**src/rtl/disp99_arbiter_if.sv**
```systemverilog
`default_nettype none
// ============================================================================
// Module      : disp99_arbiter_if
// Description : Requester / decoder-side bundle for the shared 0-99 display
//               arbiter. The master side drives the requests and the values.
//               The slave side (the arbiter) drives the decoder value and
//               strobe, and returns grant/ack/busy.
// Revision    : 1.0 - initial release
// ============================================================================
interface disp99_arbiter_if #(
  parameter int N_REQ = 4
);
  logic [N_REQ-1:0]   req;
  logic [8*N_REQ-1:0] value_flat;
  logic [7:0]         data_out;
  logic               sig_out;
  logic [N_REQ-1:0]   grant;
  logic [N_REQ-1:0]   ack;
  logic               busy;

  modport master (
    output req, value_flat,
    input  data_out, sig_out, grant, ack, busy
  );

  modport slave (
    input  req, value_flat,
    output data_out, sig_out, grant, ack, busy
  );
endinterface
`default_nettype wire

```
**src/rtl/disp99_arbiter.sv**
```systemverilog
`default_nettype none
// ============================================================================
// Module      : disp99_arbiter
// Description : Round-robin scheduler that shares one two-digit seven-segment
//               decoder between up to four requesters. Each winner owns the
//               display for HOLD_CYCLES cycles. Values above 99 show as
//               blank (100). The display is also blank while idle.
//               Optional macro DISP99_ARB_LIVE_EN: the owner's value is
//               re-sampled every cycle of the slot, and the strobe pulses on
//               every value change.
// Revision    : 1.0 - initial release
// ============================================================================
module disp99_arbiter #(
  parameter int N_REQ       = 4,
  parameter int HOLD_CYCLES = 50_000_000,
  parameter int CNT_W       = 26
) (
  input  logic            clk,
  input  logic            rst_n,
  disp99_arbiter_if.slave bus
);

  localparam int               PTR_W      = (N_REQ > 1) ? $clog2(N_REQ) : 1;
  localparam logic [7:0]       C_BLANK    = 8'd100;
  localparam logic [CNT_W-1:0] C_CNT_LOAD = CNT_W'(HOLD_CYCLES - 1);
  localparam logic [PTR_W-1:0] C_PTR_RST  = PTR_W'(N_REQ - 1);

  typedef enum logic [0:0] {
    ST_IDLE = 1'b0,
    ST_SHOW = 1'b1
  } state_t;

  state_t             r_state, w_state;
  logic [CNT_W-1:0]   r_cnt, w_cnt;
  logic [PTR_W-1:0]   r_ptr, w_ptr;
  logic [N_REQ-1:0]   r_grant, w_grant;
  logic [N_REQ-1:0]   r_ack, w_ack;
  logic [7:0]         r_data, w_data;
  logic               r_sig, w_sig;
  logic               r_busy;

  logic               w_arb;
  logic               w_win_vld;
  logic [PTR_W-1:0]   w_win_idx;
  logic [PTR_W-1:0]   w_scan_idx;
  int                 w_scan;
  logic [7:0]         w_val_san [N_REQ];

  function automatic logic [7:0] sanitise(input logic [7:0] v);
    return (v > 8'd99) ? C_BLANK : v;
  endfunction

  // Per-requester values, already clamped to the decoder's legal range
  generate
    for (genvar gi = 0; gi < N_REQ; gi++) begin : g_val
      assign w_val_san[gi] = sanitise(bus.value_flat[8*gi +: 8]);
    end
  endgenerate

  // Round-robin search: the first set request after the pointer, wrapping
  always_comb begin
    w_win_vld  = 1'b0;
    w_win_idx  = '0;
    w_scan     = 0;
    w_scan_idx = '0;
    for (int off = 1; off <= N_REQ; off++) begin
      w_scan = int'(r_ptr) + off;
      if (w_scan >= N_REQ) begin
        w_scan = w_scan - N_REQ;
      end
      w_scan_idx = PTR_W'(w_scan);
      if (!w_win_vld && bus.req[w_scan_idx]) begin
        w_win_vld = 1'b1;
        w_win_idx = w_scan_idx;
      end
    end
  end

  // Next-state logic. While in SHOW the pointer doubles as the owner index.
  always_comb begin
    w_state = r_state;
    w_cnt   = r_cnt;
    w_ptr   = r_ptr;
    w_grant = r_grant;
    w_data  = r_data;
    w_sig   = 1'b0;
    w_ack   = '0;
    w_arb   = 1'b0;
    case (r_state)
      ST_IDLE: begin
        w_arb = 1'b1;
      end
      ST_SHOW: begin
        if ((bus.req & r_grant) == '0) begin
          // Owner let go early: the slot ends without an acknowledge
          w_arb = 1'b1;
        end else if (r_cnt == '0) begin
          w_ack = r_grant;
          w_arb = 1'b1;
        end else begin
          w_cnt = r_cnt - 1'b1;
`ifdef DISP99_ARB_LIVE_EN
          w_data = w_val_san[r_ptr];
          w_sig  = (w_val_san[r_ptr] != r_data);
`endif
        end
      end
      default: begin
        w_state = ST_IDLE;
      end
    endcase

    if (w_arb) begin
      if (w_win_vld) begin
        w_state            = ST_SHOW;
        w_grant            = '0;
        w_grant[w_win_idx] = 1'b1;
        w_ptr              = w_win_idx;
        w_cnt              = C_CNT_LOAD;
        w_data             = w_val_san[w_win_idx];
        w_sig              = 1'b1;
      end else begin
        w_state = ST_IDLE;
        w_grant = '0;
        w_cnt   = '0;
        w_data  = C_BLANK;
      end
    end
  end

  // State and output registers
  always_ff @(posedge clk or negedge rst_n) begin
    if (!rst_n) begin
      r_state <= ST_IDLE;
      r_cnt   <= '0;
      r_ptr   <= C_PTR_RST;
      r_grant <= '0;
      r_ack   <= '0;
      r_data  <= C_BLANK;
      r_sig   <= 1'b0;
      r_busy  <= 1'b0;
    end else begin
      r_state <= w_state;
      r_cnt   <= w_cnt;
      r_ptr   <= w_ptr;
      r_grant <= w_grant;
      r_ack   <= w_ack;
      r_data  <= w_data;
      r_sig   <= w_sig;
      r_busy  <= |w_grant;
    end
  end

  assign bus.data_out = r_data;
  assign bus.sig_out  = r_sig;
  assign bus.grant    = r_grant;
  assign bus.ack      = r_ack;
  assign bus.busy     = r_busy;

endmodule
`default_nettype wire

```
**src/flat_wrapper.sv**
```systemverilog
// flat-port wrapper written by rule: the top's interface ports become plain ports
module disp99_arbiter_flat 
#(
  parameter int N_REQ       = 4,
  parameter int HOLD_CYCLES = 50_000_000,
  parameter int CNT_W       = 26
)
  (clk, rst_n, bus_req, bus_value_flat, bus_data_out, bus_sig_out, bus_grant, bus_ack, bus_busy);
  disp99_arbiter_if #(.N_REQ(N_REQ)) bus_i ();
  input  logic clk;
  input  logic rst_n;
  input wire logic [$bits(bus_i.req)-1:0] bus_req;
  input wire logic [$bits(bus_i.value_flat)-1:0] bus_value_flat;
  output wire logic [$bits(bus_i.data_out)-1:0] bus_data_out;
  output wire logic [$bits(bus_i.sig_out)-1:0] bus_sig_out;
  output wire logic [$bits(bus_i.grant)-1:0] bus_grant;
  output wire logic [$bits(bus_i.ack)-1:0] bus_ack;
  output wire logic [$bits(bus_i.busy)-1:0] bus_busy;
  assign bus_i.req = bus_req;
  assign bus_i.value_flat = bus_value_flat;
  assign bus_data_out = bus_i.data_out;
  assign bus_sig_out = bus_i.sig_out;
  assign bus_grant = bus_i.grant;
  assign bus_ack = bus_i.ack;
  assign bus_busy = bus_i.busy;
  disp99_arbiter #(.N_REQ(N_REQ), .HOLD_CYCLES(HOLD_CYCLES), .CNT_W(CNT_W)) u_core (.clk(clk), .rst_n(rst_n), .bus(bus_i));
endmodule
```
**config.mk**
```make
export PLATFORM = sky130hd
export DESIGN_NAME = disp99_arbiter_flat
export DESIGN_NICKNAME = d
export VERILOG_FILES = /design/src/rtl/disp99_arbiter_if.sv /design/src/rtl/disp99_arbiter.sv /design/src/flat_wrapper.sv
export SDC_FILE = /design/constraint.sdc
export NUM_CORES = 1
export LEC_CHECK = 0
export BUFFER_PORTS_ARGS = -buffer_cell sky130_fd_sc_hd__buf_2
export CAP_MARGIN = 20
export CORE_ASPECT_RATIO = 1.75
export CORE_MARGIN = 2
export CORE_UTILIZATION = 45
export CTS_CLUSTER_DIAMETER = 40
export DETAILED_ROUTE_END_ITERATION = 8
export GPL_ROUTABILITY_DRIVEN = 0
export PLACE_DENSITY = 0.75
export REMOVE_ABC_BUFFERS = 1
export SYNTH_ARGS = -nofsm -noshare
export SYNTH_HDL_FRONTEND = slang
export SYNTH_SLANG_ARGS = --single-unit
```
**constraint.sdc**
```tcl
create_clock -name clk -period 2.5 [get_ports clk]
set_input_delay 0.125 -clock clk [delete_from_list [all_inputs] [get_ports clk]]
set_output_delay 0.125 -clock clk [all_outputs]
set_load 0.01 [all_outputs]
```
# == Word-level counts from Yosys, hierarchy flattened ==
# Cells that the tools add are included.
# word_totals
latch_bits,0
ram_bits,0
mem_bits_ro,0
input_bits,38
elab_cells,95
memories,0
regBits,47
out_inout_bits,18
# classes
shift,0
n_reduce_logical,13
multipliers,0
order_cmp,15
div,0
n_addsub,9
n_mux,45
n_eq_ne,2
bitwise,3
# op_table
op,n
$mux W26,5
$mux W8,7
$gt A8 B7 Y1 const B,4
$logic_not A26 Y1,1
$sub A26 B1 Y26 const B,1
$mux W4,5
$bmux W8 S2,1
$mux W2,8
$lt A2 B3 Y1 const B,5
$mux W1,13
$ge A3 B3 Y1 const B,4
$bmux W1 S2,4
$sub A2 B1 Y2 const B,4
$add A2 B2 Y3 const B,2
$add A2 B3 Y4 const B,1
$and A4 B4 Y4,1
$ge A4 B3 Y1 const B,1
$logic_and A1 B1 Y1,4
$logic_not A4 Y1,1
$ne A2 B1 Y1 const B,2
$reduce_or A4 Y1,1
$add A2 B1 Y3 const B,1
$logic_not A1 Y1,3
$not A2 Y3,1
7 further kinds,7

# == Logic depth before layout (Yosys ltp) ==
# depth
depth_word,22
depth_mapped,8
depth_no_buf,8

# == Worst setup path before layout ==
# No wires, ideal clock.
# synth_timing
path_type,reg-to-reg
start,register u_core.r_cnt[4]
end,register u_core.r_cnt[11]
setup_ps,119
required_ps,2381
path_buffers,1
path_stages_with_launch,7
synth_period_minus_slack_ps,2065
setup_slack_ps,435
arrival_ps,1947
cell_sequence,dfrtp_1 or4_1 buf_6 or2_4 or4_4 xor2_1 nor2_2
# synth_via
elab_chain_len,6
elab_cells_between_ends,13
cone_classes,add/sub: 1; eq/ne: 2; mux: 7; reduce/logical: 3
# synth_rtl
element,line_no,text
"start, declared",disp99_arbiter.sv:34,"logic [CNT_W-1:0] r_cnt, w_cnt;"
"start signal, assigned",disp99_arbiter.sv:144,r_cnt <= w_cnt;
"parallel branches: the longest is 6 deep, another holds $sub A26 B1 Y26",n/a,
# Parallel ways; which one is timed is not known. The select of a mux whose other input is x is not followed.
# A chain may end at the register's enable or synchronous reset.

# == Final worst setup path ==
# Same ends and word-level chain as after synthesis.

==> metrics.log <==
INFO  metric syn_to_final_growth = 19.1%
INFO  metric cts_buffers = 5
INFO  metric placementRows = 36
INFO  metric drt_drc_violations_left = 0
INFO  metric setup_viol = 0
INFO  metric globalRouteOverflowTotal = 0
INFO  metric yosys_warnings = 0
INFO  metric final_hpwl_dp = 5.03 mm
INFO  metric cp-end-kind = flop
INFO  metric synth_enable_flop_cells = 0
INFO  metric number_of_global_route_vias_before_repair = 2347
INFO  metric tritoncts_clock_tree = built
INFO  metric final.fill_count = about 530
INFO  metric setup_repair_after_global_routing_missed_its_margin = false
INFO  metric grt_util_all_layers = 22.2%
INFO  metric layout_commonest_cell = sky130_fd_sc_hd__buf_2
INFO  metric die_height = about 100 um
INFO  metric cts_hold_buf = 1
INFO  metric synth_top_flop_cell = sky130_fd_sc_hd__dfrtp_1
INFO  metric period_minus_slack = roughly 2.2 ns
INFO  metric grt_pass1_wl = 10.7 mm
INFO  metric clockPowerShare = approximately a fifth
INFO  metric detail_route.wirelength = around 6.5 mm
INFO  metric max_freq = between 0.4 and 0.5 GHz
INFO  metric cap_viol_max_count = 0
INFO  metric seq_power_share = 41.3%
INFO  metric cts-root-buf = sky130_fd_sc_hd__clkbuf_8
INFO  metric avgSynthCellArea = roughly 10 um2
INFO  metric fp.dieArea = ~6500 um2
INFO  metric io-pin-count = 56
INFO  metric finClkSkew = ~0.0052 ns
INFO  metric place_area = 2990 um2
INFO  metric synthDominantCellAreaShare = roughly 40%
INFO  metric p_int = 0.00174 W
INFO  metric ys_async_sr_fraction = between 90% and 100%
INFO  metric final_min_period_over_clock_period = between 80% and 90%
INFO  metric cp.required = roughly 2.7 ns
INFO  metric place_ws = ~0.3 ns
INFO  metric ys_seq_elements = 47
INFO  metric synth_cell_types = 54
INFO  metric power.net_switching = around 0.0011 W
INFO  metric hold_violations = 0
INFO  metric total_power = 0.00280 W
INFO  metric numClockSinks = between 40 and 50
INFO  metric initial_antenna_violation_count = 0
INFO  metric p_comb_share = 38.0%
INFO  metric detail_route.vias_per_cell = just under 6
INFO  metric slew_viol_final = 0
INFO  metric post_cts.repair.setup_buffers = 0
INFO  metric drt_first_iter_violations = 53
INFO  metric peakVddDrop = between 0.0007 and 0.0008 V
INFO  metric min-delay-path-class = in2reg
INFO  metric yosys-top-cells-area = sky130_fd_sc_hd__dfrtp_1, sky130_fd_sc_hd__dfstp_2, sky130_fd_sc_hd__xor2_1
INFO  metric run_status = complete, no violations
INFO  metric num_vias = ~2.3k
INFO  metric relative_max_transition_margin = 55.2%
INFO  metric wire_per_inst = ~16 um
INFO  metric synth_area = 2620 um2
INFO  metric power_per_cell_area = between 800 and 900 nW/um2
INFO  metric h-tree-depth = 2
INFO  metric die-width = approximately 62 um
INFO  metric postCtsResizedCells = 0
INFO  metric fp.coreArea = roughly 5600 um2
INFO  metric final_nets = 359
INFO  metric setup.worst_path.class = reg2reg
INFO  metric tightest_slew = between 0.6 and 0.7 ns
INFO  metric crit_path_start_kind = flop
INFO  metric antenna-diode-count = 0
INFO  metric layout.cell_area.non_filler = approximately 3100 um2
INFO  metric fin_setup_tns = 0 ns
INFO  metric p_leak = between 1 and 1.5 nW
INFO  metric cp.arrival = 2.42 ns
INFO  metric clock_latency = 0.31 ns
INFO  metric crit_fanout = 6
INFO  metric clk_path_buf_depth = 2
INFO  metric reg2reg_slack = 0.29 ns
INFO  metric layout.cells.most_common_list = sky130_fd_sc_hd__buf_2, sky130_fd_sc_hd__dfrtp_1, sky130_fd_sc_hd__nor2_1
INFO  metric switching_share = a little under two fifths
INFO  metric postRouteAntennaNets = 0
INFO  metric post_synth_inst_count = ~260
INFO  metric seq_area_frac_synth = between 40% and 50%
INFO  metric place.port_buffers = 55
INFO  metric timing.final.ws_setup = 0.289 ns
INFO  metric layout-drive-gt1-share = just under 30%
INFO  metric clk_transition_reported_paths = about 0.08 ns
INFO  metric number_of_optimization_iterations_in_the_first_detailed_route_pass = 4
INFO  metric grt_max_degree = 36
INFO  metric initial_utilization = approximately 47%
INFO  metric netlist.top_cell.by_area = sky130_fd_sc_hd__dfrtp_1
## synthesized netlist by cell type (all sizes together), types with 3 or more instances
library cell / count
a21oi: 17
a311oi: 6
a31oi: 4
a32o: 4
and2: 5
buf: 4
clkbuf: 9
dfrtp: 42
dfstp: 5
inv: 8
nand2: 13
nand2b: 7
nand3: 4
nor2: 21
nor3: 8
nor4: 13
o21ai: 11
o221ai: 3
o311a: 4
o311ai: 3
o31ai: 9
or2: 3
or3: 4
or4: 5
xnor2: 9
xor2: 13
## layer usage
metal | wire length, um | up-vias | GRT usage, %
met2 | 3600 | 92 | 38.1
met3 | 283 | 25 | 3.96
met4 | 302 | 0 | 12.5
met1 | 2280 | 1098 | 24.1
met5 | 0 | - | 0
li1 | - | 1104 | -
## power groups by stage
stage	sequential, W	combinational, W	clock, W
after detailed placement	0.00117	0.00106	0
after global routing	0.00118	0.00116	0.000626
after global placement	0.00116	0.00105	0
after CTS	0.00116	0.00107	0.000590
after floorplan	0.00117	0.000623	0
final	0.00116	0.00106	0.000579
## sequential cells by signal, summed over array words and instances (netlist names)
signal               cells
u_core.bus.grant         4
u_core.bus.sig_out       1
u_core.r_cnt            26
u_core.bus.ack           4
u_core.bus.busy          1
u_core.r_state           1
u_core.bus.data_out      8
u_core.r_ptr             2
## cell type report
| type | count | area, um2 | share of cell area (%) |
|---|---|---|---|
| clock buffers | 6 | 82.6 | 2.65 |
| clock inverters | 2 | 35.0 | 1.12 |
| inverters | 8 | 30.0 | 0.962 |
| multi-input cells | 191 | 1340 | 42.8 |
| flip-flops and latches | 47 | 1180 | 37.9 |
| well taps | 76 | 95.1 | 3.05 |
| repair buffers | 66 | 360 | 11.5 |
## through the flow
| step | util, % | hold slack, ns | instances |
|---|---|---|---|
| finish | 55.9 | 0.186 | 396 |
| global route | 55.9 | 0.205 | 396 |
| CTS | 55.9 | 0.182 | 396 |
| detailed placement | 53.6 | 0.0233 | 387 |
| global placement | 53.6 | 0.0241 | 387 |
| floorplan | - | -0.171 | 246 |
## cell families after synthesis
kind of cell,synth area share (%)
flops,45.1
simple gates,21.6
compound gates,21.1
buf+inv,3.92
fa+ha+maj,0.955
xor+xnor,7.35
## worst paths after layout
| check | cells after the start | to | from |
|---|---|---|---|
| hold reg to reg | 1 | u_core.bus.data_out[7] | u_core.bus.data_out[7] |
| setup / recovery | 5 | u_core.r_cnt[11] | u_core.r_cnt[4] |
| setup reg to reg | 5 | u_core.r_cnt[11] | u_core.r_cnt[4] |
| hold / removal | 4 | u_core.bus.data_out[2] | bus_value_flat[18] |
| max in group asynchronous | 3 | u_core.bus.data_out[2] | rst_n |
| min in group asynchronous | 2 | u_core.bus.ack[2] | rst_n |
## critical path: stages, from the launching register on
cell and delay, ns:
sky130_fd_sc_hd__dfrtp_1 0.44, sky130_fd_sc_hd__or4_1 0.71, sky130_fd_sc_hd__or2_4 0.32, sky130_fd_sc_hd__or4_4 0.41, sky130_fd_sc_hd__xor2_1 0.18, sky130_fd_sc_hd__nor2_2 0.04
No activity file was read; power rests on OpenSTA's default activity.
